--- config.mk ---
export PLATFORM = sky130hd
export DESIGN_NAME = vga_controller_param
export DESIGN_NICKNAME = d
export VERILOG_FILES = /design/src/rtl/vga_controller_param.sv
export SDC_FILE = /design/constraint.sdc
export NUM_CORES = 1
export LEC_CHECK = 0
export CAP_MARGIN = 0
export CORE_AREA = 4 4 151 153
export CTS_CLUSTER_SIZE = 40
export DETAILED_ROUTE_END_ITERATION = 8
export DIE_AREA = 0 0 155 157
export PLACE_DENSITY = 0.72
export SYNTH_ARGS = -nofsm -noshare
export SYNTH_HDL_FRONTEND = slang
export SYNTH_SLANG_ARGS = --single-unit
--- constraint.sdc ---
create_clock -name iCLK -period 4.6 [get_ports iCLK]
set_input_delay 0.46 -clock iCLK [delete_from_list [all_inputs] [get_ports iCLK]]
set_output_delay 0.46 -clock iCLK [all_outputs]
set_load 0.05 [all_outputs]
--- src/rtl/vga_controller_param.sv ---
// vga_controller_param: parametrised VGA raster timing with look-ahead pixel fetch, channel enables and a frame-latched crosshair cursor.
// Latency: counter state -> oRequest +1 cycle; host data sampled at the FETCH_LAT+1 edge; pins (RGB/syncs/BLANK) +FETCH_LAT+1 cycles.
// Backpressure: none; the raster free-runs and the host must return data exactly FETCH_LAT-1 cycles after oRequest is seen.
// Ports: iCLK/iRST_N clock and async active-low reset; iCursor_* cursor controls (latched at h=0,v=0);
//        iRed/iGreen/iBlue host pixel data; oRequest/oCoord_*/oAddress/oFrame_Start fetch requests;
//        oVGA_* DAC pins (BLANK is active-high video valid, SYNC tied 0, CLOCK mirrors iCLK).
module vga_controller_param #(
  parameter int H_ACT     = 640,
  parameter int H_FP      = 16,
  parameter int H_SYNC    = 96,
  parameter int H_BP      = 48,
  parameter int V_ACT     = 480,
  parameter int V_FP      = 10,
  parameter int V_SYNC    = 2,
  parameter int V_BP      = 33,
  parameter bit HS_POL    = 1'b0,
  parameter bit VS_POL    = 1'b0,
  parameter int FETCH_LAT = 2,
  parameter int CUR_HALF  = 1,
  parameter int COLOR_W   = 10,
  parameter int ADDR_W    = 20,
  parameter int CNT_W     = 11
) (
  input  logic               iCLK,
  input  logic               iRST_N,
  input  logic [3:0]         iCursor_RGB_EN,
  input  logic [CNT_W-1:0]   iCursor_X,
  input  logic [CNT_W-1:0]   iCursor_Y,
  input  logic [COLOR_W-1:0] iCursor_R,
  input  logic [COLOR_W-1:0] iCursor_G,
  input  logic [COLOR_W-1:0] iCursor_B,
  input  logic [COLOR_W-1:0] iRed,
  input  logic [COLOR_W-1:0] iGreen,
  input  logic [COLOR_W-1:0] iBlue,
  output logic               oRequest,
  output logic [CNT_W-1:0]   oCoord_X,
  output logic [CNT_W-1:0]   oCoord_Y,
  output logic [ADDR_W-1:0]  oAddress,
  output logic               oFrame_Start,
  output logic [COLOR_W-1:0] oVGA_R,
  output logic [COLOR_W-1:0] oVGA_G,
  output logic [COLOR_W-1:0] oVGA_B,
  output logic               oVGA_H_SYNC,
  output logic               oVGA_V_SYNC,
  output logic               oVGA_BLANK,
  output logic               oVGA_SYNC,
  output logic               oVGA_CLOCK
);

  localparam int H_TOT = H_SYNC + H_BP + H_ACT + H_FP;
  localparam int V_TOT = V_SYNC + V_BP + V_ACT + V_FP;

  localparam logic [CNT_W-1:0] H_LAST  = CNT_W'(H_TOT - 1);
  localparam logic [CNT_W-1:0] V_LAST  = CNT_W'(V_TOT - 1);
  localparam logic [CNT_W-1:0] XS      = CNT_W'(H_SYNC + H_BP);
  localparam logic [CNT_W-1:0] XE      = CNT_W'(H_SYNC + H_BP + H_ACT);
  localparam logic [CNT_W-1:0] YS      = CNT_W'(V_SYNC + V_BP);
  localparam logic [CNT_W-1:0] YE      = CNT_W'(V_SYNC + V_BP + V_ACT);
  localparam logic [CNT_W-1:0] HS_END  = CNT_W'(H_SYNC);
  localparam logic [CNT_W-1:0] VS_END  = CNT_W'(V_SYNC);
  localparam logic [CNT_W:0]   CUR_LIM = (CNT_W+1)'(CUR_HALF);

  // Raster counters and running address
  logic [CNT_W-1:0]  h_q, h_d, v_q, v_d;
  logic [ADDR_W-1:0] addr_q, addr_d;

  // Request stage
  logic              req_q, req_d;
  logic [CNT_W-1:0]  coord_x_q, coord_x_d, coord_y_q, coord_y_d;
  logic [ADDR_W-1:0] address_q, address_d;
  logic              frame_start_q, frame_start_d;

  // Decode delay line; the colour/sync output register is the final stage
  logic [FETCH_LAT-1:0] act_pipe_q, act_pipe_d;
  logic [FETCH_LAT-1:0] hs_pipe_q, hs_pipe_d;
  logic [FETCH_LAT-1:0] vs_pipe_q, vs_pipe_d;
  logic [CNT_W-1:0]     x_pipe_q [FETCH_LAT];
  logic [CNT_W-1:0]     x_pipe_d [FETCH_LAT];
  logic [CNT_W-1:0]     y_pipe_q [FETCH_LAT];
  logic [CNT_W-1:0]     y_pipe_d [FETCH_LAT];

  // Frame-latched cursor state
  logic [3:0]         cur_en_q, cur_en_d;
  logic [CNT_W-1:0]   cur_x_q, cur_x_d, cur_y_q, cur_y_d;
  logic [COLOR_W-1:0] cur_r_q, cur_r_d, cur_g_q, cur_g_d, cur_b_q, cur_b_d;

  // Pin registers
  logic [COLOR_W-1:0] vga_r_q, vga_r_d, vga_g_q, vga_g_d, vga_b_q, vga_b_d;
  logic               hsync_q, hsync_d, vsync_q, vsync_d, blank_q, blank_d;

  // Combinational helpers
  logic               h_wrap, in_act, first_px, frame_latch;
  logic [ADDR_W-1:0]  fetch_addr;
  logic               act_o, hit;
  logic [CNT_W-1:0]   dx, dy;
  logic signed [CNT_W:0] diff_x, diff_y;
  logic [CNT_W:0]     abs_x, abs_y;

  // Counters, request stage, delay line input, cursor latch
  always_comb begin
    h_wrap      = (h_q == H_LAST);
    h_d         = h_wrap ? '0 : h_q + 1'b1;
    v_d         = v_q;
    if (h_wrap) begin
      v_d = (v_q == V_LAST) ? '0 : v_q + 1'b1;
    end

    in_act      = (h_q >= XS) && (h_q < XE) && (v_q >= YS) && (v_q < YE);
    first_px    = (h_q == XS) && (v_q == YS);
    // The first pixel of a frame restarts the address run regardless of history
    fetch_addr  = first_px ? '0 : addr_q;
    addr_d      = in_act ? fetch_addr + 1'b1 : addr_q;

    req_d         = in_act;
    frame_start_d = in_act && first_px;
    coord_x_d     = in_act ? h_q - XS : coord_x_q;
    coord_y_d     = in_act ? v_q - YS : coord_y_q;
    address_d     = in_act ? fetch_addr : address_q;

    act_pipe_d[0] = in_act;
    hs_pipe_d[0]  = (h_q < HS_END);
    vs_pipe_d[0]  = (v_q < VS_END);
    x_pipe_d[0]   = h_q - XS;
    y_pipe_d[0]   = v_q - YS;
    for (int i = 1; i < FETCH_LAT; i++) begin
      act_pipe_d[i] = act_pipe_q[i-1];
      hs_pipe_d[i]  = hs_pipe_q[i-1];
      vs_pipe_d[i]  = vs_pipe_q[i-1];
      x_pipe_d[i]   = x_pipe_q[i-1];
      y_pipe_d[i]   = y_pipe_q[i-1];
    end

    // Sampled once per frame, well before any active pixel, so the picture never tears
    frame_latch = (h_q == '0) && (v_q == '0);
    cur_en_d    = frame_latch ? iCursor_RGB_EN : cur_en_q;
    cur_x_d     = frame_latch ? iCursor_X      : cur_x_q;
    cur_y_d     = frame_latch ? iCursor_Y      : cur_y_q;
    cur_r_d     = frame_latch ? iCursor_R      : cur_r_q;
    cur_g_d     = frame_latch ? iCursor_G      : cur_g_q;
    cur_b_d     = frame_latch ? iCursor_B      : cur_b_q;
  end

  // Pixel colour, cursor overlay and pin decodes
  always_comb begin
    act_o  = act_pipe_q[FETCH_LAT-1];
    dx     = x_pipe_q[FETCH_LAT-1];
    dy     = y_pipe_q[FETCH_LAT-1];
    // One extra bit keeps the distance signed so a cursor at 0 cannot wrap to the far edge
    diff_x = $signed({1'b0, dx}) - $signed({1'b0, cur_x_q});
    diff_y = $signed({1'b0, dy}) - $signed({1'b0, cur_y_q});
    abs_x  = diff_x[CNT_W] ? $unsigned(-diff_x) : $unsigned(diff_x);
    abs_y  = diff_y[CNT_W] ? $unsigned(-diff_y) : $unsigned(diff_y);
    hit    = cur_en_q[3] && ((abs_x <= CUR_LIM) || (abs_y <= CUR_LIM));

    vga_r_d = '0;
    vga_g_d = '0;
    vga_b_d = '0;
    if (act_o) begin
      vga_r_d = hit ? cur_r_q : iRed;
      vga_g_d = hit ? cur_g_q : iGreen;
      vga_b_d = hit ? cur_b_q : iBlue;
    end
    if (!cur_en_q[2]) vga_r_d = '0;
    if (!cur_en_q[1]) vga_g_d = '0;
    if (!cur_en_q[0]) vga_b_d = '0;

    hsync_d = hs_pipe_q[FETCH_LAT-1] ? HS_POL : ~HS_POL;
    vsync_d = vs_pipe_q[FETCH_LAT-1] ? VS_POL : ~VS_POL;
    blank_d = act_o;
  end

  always_ff @(posedge iCLK or negedge iRST_N) begin
    if (!iRST_N) begin
      h_q           <= '0;
      v_q           <= '0;
      addr_q        <= '0;
      req_q         <= 1'b0;
      coord_x_q     <= '0;
      coord_y_q     <= '0;
      address_q     <= '0;
      frame_start_q <= 1'b0;
      act_pipe_q    <= '0;
      hs_pipe_q     <= '0;
      vs_pipe_q     <= '0;
      for (int i = 0; i < FETCH_LAT; i++) begin
        x_pipe_q[i] <= '0;
        y_pipe_q[i] <= '0;
      end
      cur_en_q      <= '0;
      cur_x_q       <= '0;
      cur_y_q       <= '0;
      cur_r_q       <= '0;
      cur_g_q       <= '0;
      cur_b_q       <= '0;
      vga_r_q       <= '0;
      vga_g_q       <= '0;
      vga_b_q       <= '0;
      hsync_q       <= ~HS_POL;
      vsync_q       <= ~VS_POL;
      blank_q       <= 1'b0;
    end else begin
      h_q           <= h_d;
      v_q           <= v_d;
      addr_q        <= addr_d;
      req_q         <= req_d;
      coord_x_q     <= coord_x_d;
      coord_y_q     <= coord_y_d;
      address_q     <= address_d;
      frame_start_q <= frame_start_d;
      act_pipe_q    <= act_pipe_d;
      hs_pipe_q     <= hs_pipe_d;
      vs_pipe_q     <= vs_pipe_d;
      for (int i = 0; i < FETCH_LAT; i++) begin
        x_pipe_q[i] <= x_pipe_d[i];
        y_pipe_q[i] <= y_pipe_d[i];
      end
      cur_en_q      <= cur_en_d;
      cur_x_q       <= cur_x_d;
      cur_y_q       <= cur_y_d;
      cur_r_q       <= cur_r_d;
      cur_g_q       <= cur_g_d;
      cur_b_q       <= cur_b_d;
      vga_r_q       <= vga_r_d;
      vga_g_q       <= vga_g_d;
      vga_b_q       <= vga_b_d;
      hsync_q       <= hsync_d;
      vsync_q       <= vsync_d;
      blank_q       <= blank_d;
    end
  end

  assign oRequest     = req_q;
  assign oCoord_X     = coord_x_q;
  assign oCoord_Y     = coord_y_q;
  assign oAddress     = address_q;
  assign oFrame_Start = frame_start_q;
  assign oVGA_R       = vga_r_q;
  assign oVGA_G       = vga_g_q;
  assign oVGA_B       = vga_b_q;
  assign oVGA_H_SYNC  = hsync_q;
  assign oVGA_V_SYNC  = vsync_q;
  assign oVGA_BLANK   = blank_q;
  assign oVGA_SYNC    = 1'b0;
  assign oVGA_CLOCK   = iCLK;

endmodule

==> metrics, run 1 <==
Syn Std Cell Area 0.01063 mm2; Seq/Total Area, Yosys 0.5275; Max Cap Viol 0; initial antenna violation count 0; Max Slew Vio Count 0; Worst EP arrival 4.44 ns; Lkg Pwr 5.863 nW; main area contributors after synthesis dfrtp_1, nand2_1, mux2_2; minimum clock period 3.902 ns; unrepaired setup endpoints after global routing no; n_diodes 0; Worst R2R End oVGA_G[6]$_DFF_PN0_; Hold Path Depth 0; crit-path max cell delay 0.57 ns; Synth Flop Type dfrtp_1; PostCTS Resize Cnt 0; critical path type flop to flop; clk_skew 0.01638 ns; relative slew slack 0.3629; drt via density 5.323; Final Cycle Share 0.8483; WHS 0.3291 ns; Post-CTS Hold Fix Bufs 1; post-CTS setup buffers 0; drt first pass iters 5; Worst Path Max Fanout 30; row cnt 54; WHS Endpoint dy[7]$_DFF_PN0_; slowest CP cell or4_4; gr usage total 0.1976; Post-synth EDFFs 0; setup TNS 0 ns; Synth top area share 0.5226; Critical Path RT 5.14 ns; Ys Warns 0; Die X 155 um; Post-synth ARST share 1.000; Synth Instances 1,014; clock network fraction of total power 0.471; WL final 23,900 um; CORE AREA 0.02155 mm2; Worst VDD drop 0.0003013 V; CP delay by family, top simple AND/OR/NAND/NOR gates; dpl hpwl 16,540 um; syn avg cell area 10.48 um2; first-pass GRT wire length 39,580 um; CP Capture Type flop; CP Buf/Inv Count 1; Clock Pin Slew Worst Setup and Hold Paths 0.06 ns; Mapped Nets 1,136; Peak Freq 0.2563 GHz; final RePlAce weighted congestion 0.8266; Flop pwr share 0.458; actual transition at the worst max-transition pin 0.9556 ns; P per Cell Area 329.1 mW/mm2; Congestion Overflow GR 0; reg2reg path depth 13; DR iter-0 viols 433; # IOs 167; Hold Startpoint y_pipe_d[7]$_DFF_PN0_; Yosys cell types 75; Fin. Hold Viols 0; Skew-Pair Late Insertion Delay 0.63 ns; commonest non-fill, non-tap cell in the layout dfrtp_1; # setup viols final 0; CTS tree done; share of cells above drive strength 1 0.1007; Synth Register Bits 224; sw frac 0.2294; Initial Util 0.4932; Die Y-Extent 157 um; r2r setup slk 0.70 ns; switching power 0.001004 W; antenna-violating nets left 0; Pint 0.003375 W; full die area 0.02434 mm2; pin count of the biggest net entering global routing 129; DR vias 7,782; dominant cell type by area after synthesis dfrtp_1; most frequent cells in the layout dfrtp_1, nand2_1, clkdlybuf4s50_1; vias in the first global route 7,953; drc violations 0; power share of the combinational group 0.071; worst-path cell chain ha_1 -> fa_1 -> nor2b_2 -> o2111ai_2 -> nand3_1 -> o2111ai_1 -> or4_4 -> and4_4 -> o32ai_2 -> a2111oi_4 -> nor2_4 -> buf_4 -> mux2i_1; fin util 0.6173; final net count 1,288; routed len/inst 16.34 um; Worst R2R Start cur_x_q[0]$_DFFE_PN0P_; status finished clean; I/O Buffers 165; critical path launch point type flop; min-delay worst type flop to flop; area grow syn2layout 25.17%
worst reg2reg max path, delay by kind of cell (launching register included):
family	cells	cell delay, ns
simple gates	5	1.19
fa+ha+maj	2	0.70
flops	1	0.38
buf+inv	1	0.45
mux	1	0.30
compound gates	4	0.80
power by group through the flow:
| stage | clock network (W) | logic [W] | registers, W |
|---|---|---|---|
| 6_report | 0.00206 | 0.000309 | 0.00201 |
| 3_3_place_gp | 0.0000502 | 0.000302 | 0.00204 |
| 4_1_cts | 0.00211 | 0.000312 | 0.00201 |
| 5_1_grt | 0.00220 | 0.000345 | 0.00201 |
| 3_5_place_dp | 0.0000502 | 0.000309 | 0.00204 |
| 2_1_floorplan | 0.0000469 | 0.000162 | 0.00204 |
logic make-up (layout without fill, tap and decap cells):
| logic type | Yosys count | after routing | share of synthesized area |
|---|---|---|---|
| flops | 224 | 224 | 0.5275 |
| compound gates | 149 | 149 | 0.09511 |
| buf+inv | 93 | 261 | 0.03967 |
| mux | 83 | 83 | 0.08404 |
| simple gates | 372 | 372 | 0.1641 |
| xor+xnor | 58 | 58 | 0.04779 |
| other cells | 1 | 1 | 0.0003528 |
| fa+ha+maj | 34 | 34 | 0.04143 |
sequential cells by signal, indices dropped and copies added (netlist names), 2 cells and up:
register	cells
oVGA_B	10
oCoord_X	11
oVGA_R	10
cur_y_q	11
addr_q	20
act_pipe_q	2
cur_r_q	10
oVGA_G	10
cur_g_q	10
hs_pipe_q	2
y_pipe_d	11
dy	11
cur_x_q	11
h_q	11
vs_pipe_q	2
oCoord_Y	11
cur_b_q	10
x_pipe_d	11
dx	11
cur_en_q	4
v_q	11
oAddress	20
routing by layer:
metal,track usage,wire (um),vias to the layer above
li1,-,-,3769
met1,0.2626,10570,3793
met2,0.3266,11510,169
met3,0.03547,1058,51
met4,0.07401,758,0
met5,0,0,-
how the worst max path moves through the flow:
| stage | startpoint | to | slack, ns | cells past startpoint |
|---|---|---|---|---|
| after global placement | cur_x_q[0]$_DFFE_PN0P_ | oVGA_R[6]$_DFF_PN0_ | 0.87 | 13 |
| final | cur_x_q[0]$_DFFE_PN0P_ | oVGA_G[6]$_DFF_PN0_ | 0.70 | 13 |
| after floorplan | cur_x_q[0]$_DFFE_PN0P_ | oVGA_B[0]$_DFF_PN0_ | 1.31 | 13 |
| after detailed placement | cur_x_q[0]$_DFFE_PN0P_ | oVGA_G[4]$_DFF_PN0_ | 0.74 | 13 |
| after CTS | cur_x_q[0]$_DFFE_PN0P_ | oVGA_G[6]$_DFF_PN0_ | 0.71 | 13 |
| after global routing | cur_x_q[0]$_DFFE_PN0P_ | oVGA_B[1]$_DFF_PN0_ | 0.45 | 13 |
cell type report:
class / instances / area [um2]
sequential: 224 / 5608
clock inverter: 7 / 73.82
fill: 1796 / 8248
inverter: 43 / 161.4
multi-input combinational: 697 / 4616
tap: 280 / 350.3
clock buffer: 40 / 782.0
timing repair buffer: 171 / 1714
stage by stage:
step / worst slack [ns] / total power (W) / cell area, um2 / std cells
global route: 0.4455 / 0.004558 / 13310 / 1462
detailed placement: 0.7443 / 0.002401 / 12450 / 1415
global placement: 0.8692 / 0.002393 / 12450 / 1415
finish: 0.6980 / 0.004379 / 13310 / 1462
floorplan: 1.311 / 0.002248 / 10630 / 1014
CTS: 0.7069 / 0.004432 / 13310 / 1462
cell usage after synthesis, drive strengths merged (23+ instances only):
cell / instances
dfrtp: 222
nand2: 184
o21ai: 67
nor2: 60
mux2: 50
inv: 43
clkbuf: 36
xor2: 35
mux2i: 33
ha: 32
nand3: 31
xnor2: 23
No activity file was read; power rests on OpenSTA's default activity.
==> inputs of run 2 (changes only) <==
==> constraint.sdc (replaced) <==
create_clock -name iCLK -period 3.66 [get_ports iCLK]
set_input_delay 0.366 -clock iCLK [delete_from_list [all_inputs] [get_ports iCLK]]
set_output_delay 0.366 -clock iCLK [all_outputs]
set_load 0.05 [all_outputs]
==> metrics, run 2 (synthesis results as in run 1) <==
status finished clean (unchanged); drt via density 5.297 (was 5.323); n_diodes 0 (unchanged); CP Capture Type flop (unchanged); fin util 0.6311 (was 0.6173); Peak Freq 0.2824 GHz (was 0.2563 GHz); Post-DP Area 0.01256 mm2 (was 0.01245 mm2); # IOs 167 (unchanged); dpl hpwl 16,870 um (was 16,540 um); Final Cycle Share 0.9676 (was 0.8483); switching power 0.001262 W (was 0.001004 W); CP delay by family, top compound AO/OA/AOI/OAI gates (was simple AND/OR/NAND/NOR gates); Max Cap Viol 0 (unchanged); first-pass GRT wire length 39,210 um (was 39,580 um); unrepaired setup endpoints after global routing yes (was no); flip-flop and latch area 0.005608 mm2 (unchanged); DP Cell Count 1,425 (was 1,415); slowest CP cell a2111oi_1 (was or4_4); CP Buf/Inv Count 2 (was 1); Multi-input gate area 0.004695 mm2 (was 0.004616 mm2); initial antenna violation count 0 (unchanged); pin count of the biggest net entering global routing 127 (was 129); final setup margin 0.1186 ns (was 0.6980 ns); drt first pass iters 7 (was 5); commonest non-fill, non-tap cell in the layout dfrtp_1 (unchanged); Fin. Hold Viols 0 (unchanged); Worst VDD drop 0.0003932 V (was 0.0003013 V); WL final 23,950 um (was 23,900 um); antenna-violating nets left 0 (unchanged); final RePlAce weighted congestion 0.8684 (was 0.8266); most frequent cells in the layout dfrtp_1, nand2_1, clkdlybuf4s50_1 (unchanged); Worst Path Max Fanout 8 (was 30); Die X 155 um (unchanged); r2r setup slk 0.12 ns (was 0.70 ns); Critical Path RT 4.19 ns (was 5.14 ns); design area 0.01360 mm2 (was 0.01331 mm2); Flop pwr share 0.446 (was 0.458); Congestion Overflow GR 0 (unchanged); Initial Util 0.4932 (unchanged); worst-path cell chain ha_1 -> fa_2 -> xor2_1 -> nand3_1 -> inv_1 -> a32oi_2 -> nor2_2 -> a2111oi_1 -> a211oi_2 -> a2111oi_4 -> nor2_4 -> buf_12 -> mux2i_2 (was ha_1 -> fa_1 -> nor2b_2 -> o2111ai_2 -> nand3_1 -> o2111ai_1 -> or4_4 -> and4_4 -> o32ai_2 -> a2111oi_4 -> nor2_4 -> buf_4 -> mux2i_1); Clock Pin Slew Worst Setup and Hold Paths 0.06 ns (about the same); final net count 1,299 (was 1,288); clock network fraction of total power 0.483 (was 0.471); DR vias 7,808 (was 7,782); DP Worst Slack 0.02360 ns (was 0.7443 ns); Skew-Pair Late Insertion Delay 0.63 ns (about the same); area grow syn2layout 27.97% (was 25.17%); routed len/inst 16.25 um (was 16.34 um); CTS tree done (unchanged); full die area 0.02434 mm2 (unchanged); # setup viols final 0 (unchanged); drc violations 0 (unchanged); minimum clock period 3.541 ns (was 3.902 ns); power share of the combinational group 0.071 (about the same); crit-path max cell delay 0.53 ns (was 0.57 ns); vias in the first global route 7,792 (was 7,953); relative slew slack 0.3532 (was 0.3629); Lkg Pwr 5.999 nW (was 5.863 nW); P per Cell Area 416.1 mW/mm2 (was 329.1 mW/mm2); sw frac 0.2230 (was 0.2294); Pint 0.004398 W (was 0.003375 W); critical path type flop to flop (unchanged); DR iter-0 viols 420 (was 433); CORE AREA 0.02155 mm2 (unchanged); Max Slew Vio Count 0 (unchanged); clk_skew 0.02128 ns (was 0.01638 ns); gr usage total 0.1968 (was 0.1976); final std cells w/o fill 1,474 (was 1,462); WHS 0.2928 ns (was 0.3291 ns); Worst EP arrival 4.07 ns (was 4.44 ns); share of cells above drive strength 1 0.1248 (was 0.1007); critical path launch point type flop (unchanged); I/O Buffers 165 (unchanged); actual transition at the worst max-transition pin 0.9702 ns (was 0.9556 ns); min-delay worst type input port to flop (was flop to flop); # fillers 1,703 (was 1,796); row cnt 54 (unchanged); Die Y-Extent 157 um (unchanged)
[run 2: layout make-up]
type | instances | area share
timing repair buffer | 183 | 0.1367
tap | 280 | 0.02575
sequential | 224 | 0.4123
clock inverter | 13 | 0.01187
clock buffer | 34 | 0.05648
multi-input combinational | 697 | 0.3451
inverter | 43 | 0.01187
[run 2: worst paths after layout]
kind / from / end / cells past startpoint
worst max-delay path: cur_x_q[0]$_DFFE_PN0P_ / oVGA_G[0]$_DFF_PN0_ / 13
worst min-delay path: iRed[9] / oVGA_R[9]$_DFF_PN0_ / 3
worst max register to register: cur_x_q[0]$_DFFE_PN0P_ / oVGA_G[0]$_DFF_PN0_ / 13
worst min register to register: x_pipe_d[1]$_DFF_PN0_ / dx[1]$_DFF_PN0_ / 0
max in group asynchronous: iRST_N / oVGA_V_SYNC$_DFF_PN1_ / 3
min in group asynchronous: iRST_N / oCoord_X[3]$_DFFE_PN0P_ / 2
[run 2: power groups by stage]
stage          logic (W)  clock network [W]  registers (W)
3_3_place_gp    0.000386          0.0000630        0.00257
2_1_floorplan   0.000203          0.0000589        0.00256
4_1_cts         0.000398            0.00280        0.00252
5_1_grt         0.000449            0.00291        0.00252
6_report        0.000404            0.00273        0.00252
3_5_place_dp    0.000394          0.0000630        0.00257
[run 2: layer usage]
metal / track usage / part of all wire
met5: 0 / 0
met3: 0.03629 / 0.043
met4: 0.07485 / 0.032
met1: 0.2658 / 0.44
met2: 0.3193 / 0.49
[run 2: tightest hold or removal path, stage by stage]
cell             delay [ns]
clkdlybuf4s50_1        0.39
nand2_1                0.05
mux2i_1                0.06
[run 2: stage by stage]
step	power, W	TNS, ns
after global placement	0.003015	0
after CTS	0.005723	0
after floorplan	0.002826	0
after global routing	0.005884	-0.02860
final	0.005660	0
after detailed placement	0.003023	0
[run 2: what timing repair did]
action,CTS,global route
pin swaps,2,3
endpoints found under the setup margin,1,31
resized for setup,1,13
setup buffers,0,1
cloned,0,1
endpoints found under the hold margin,123,0
hold buffers,1,0
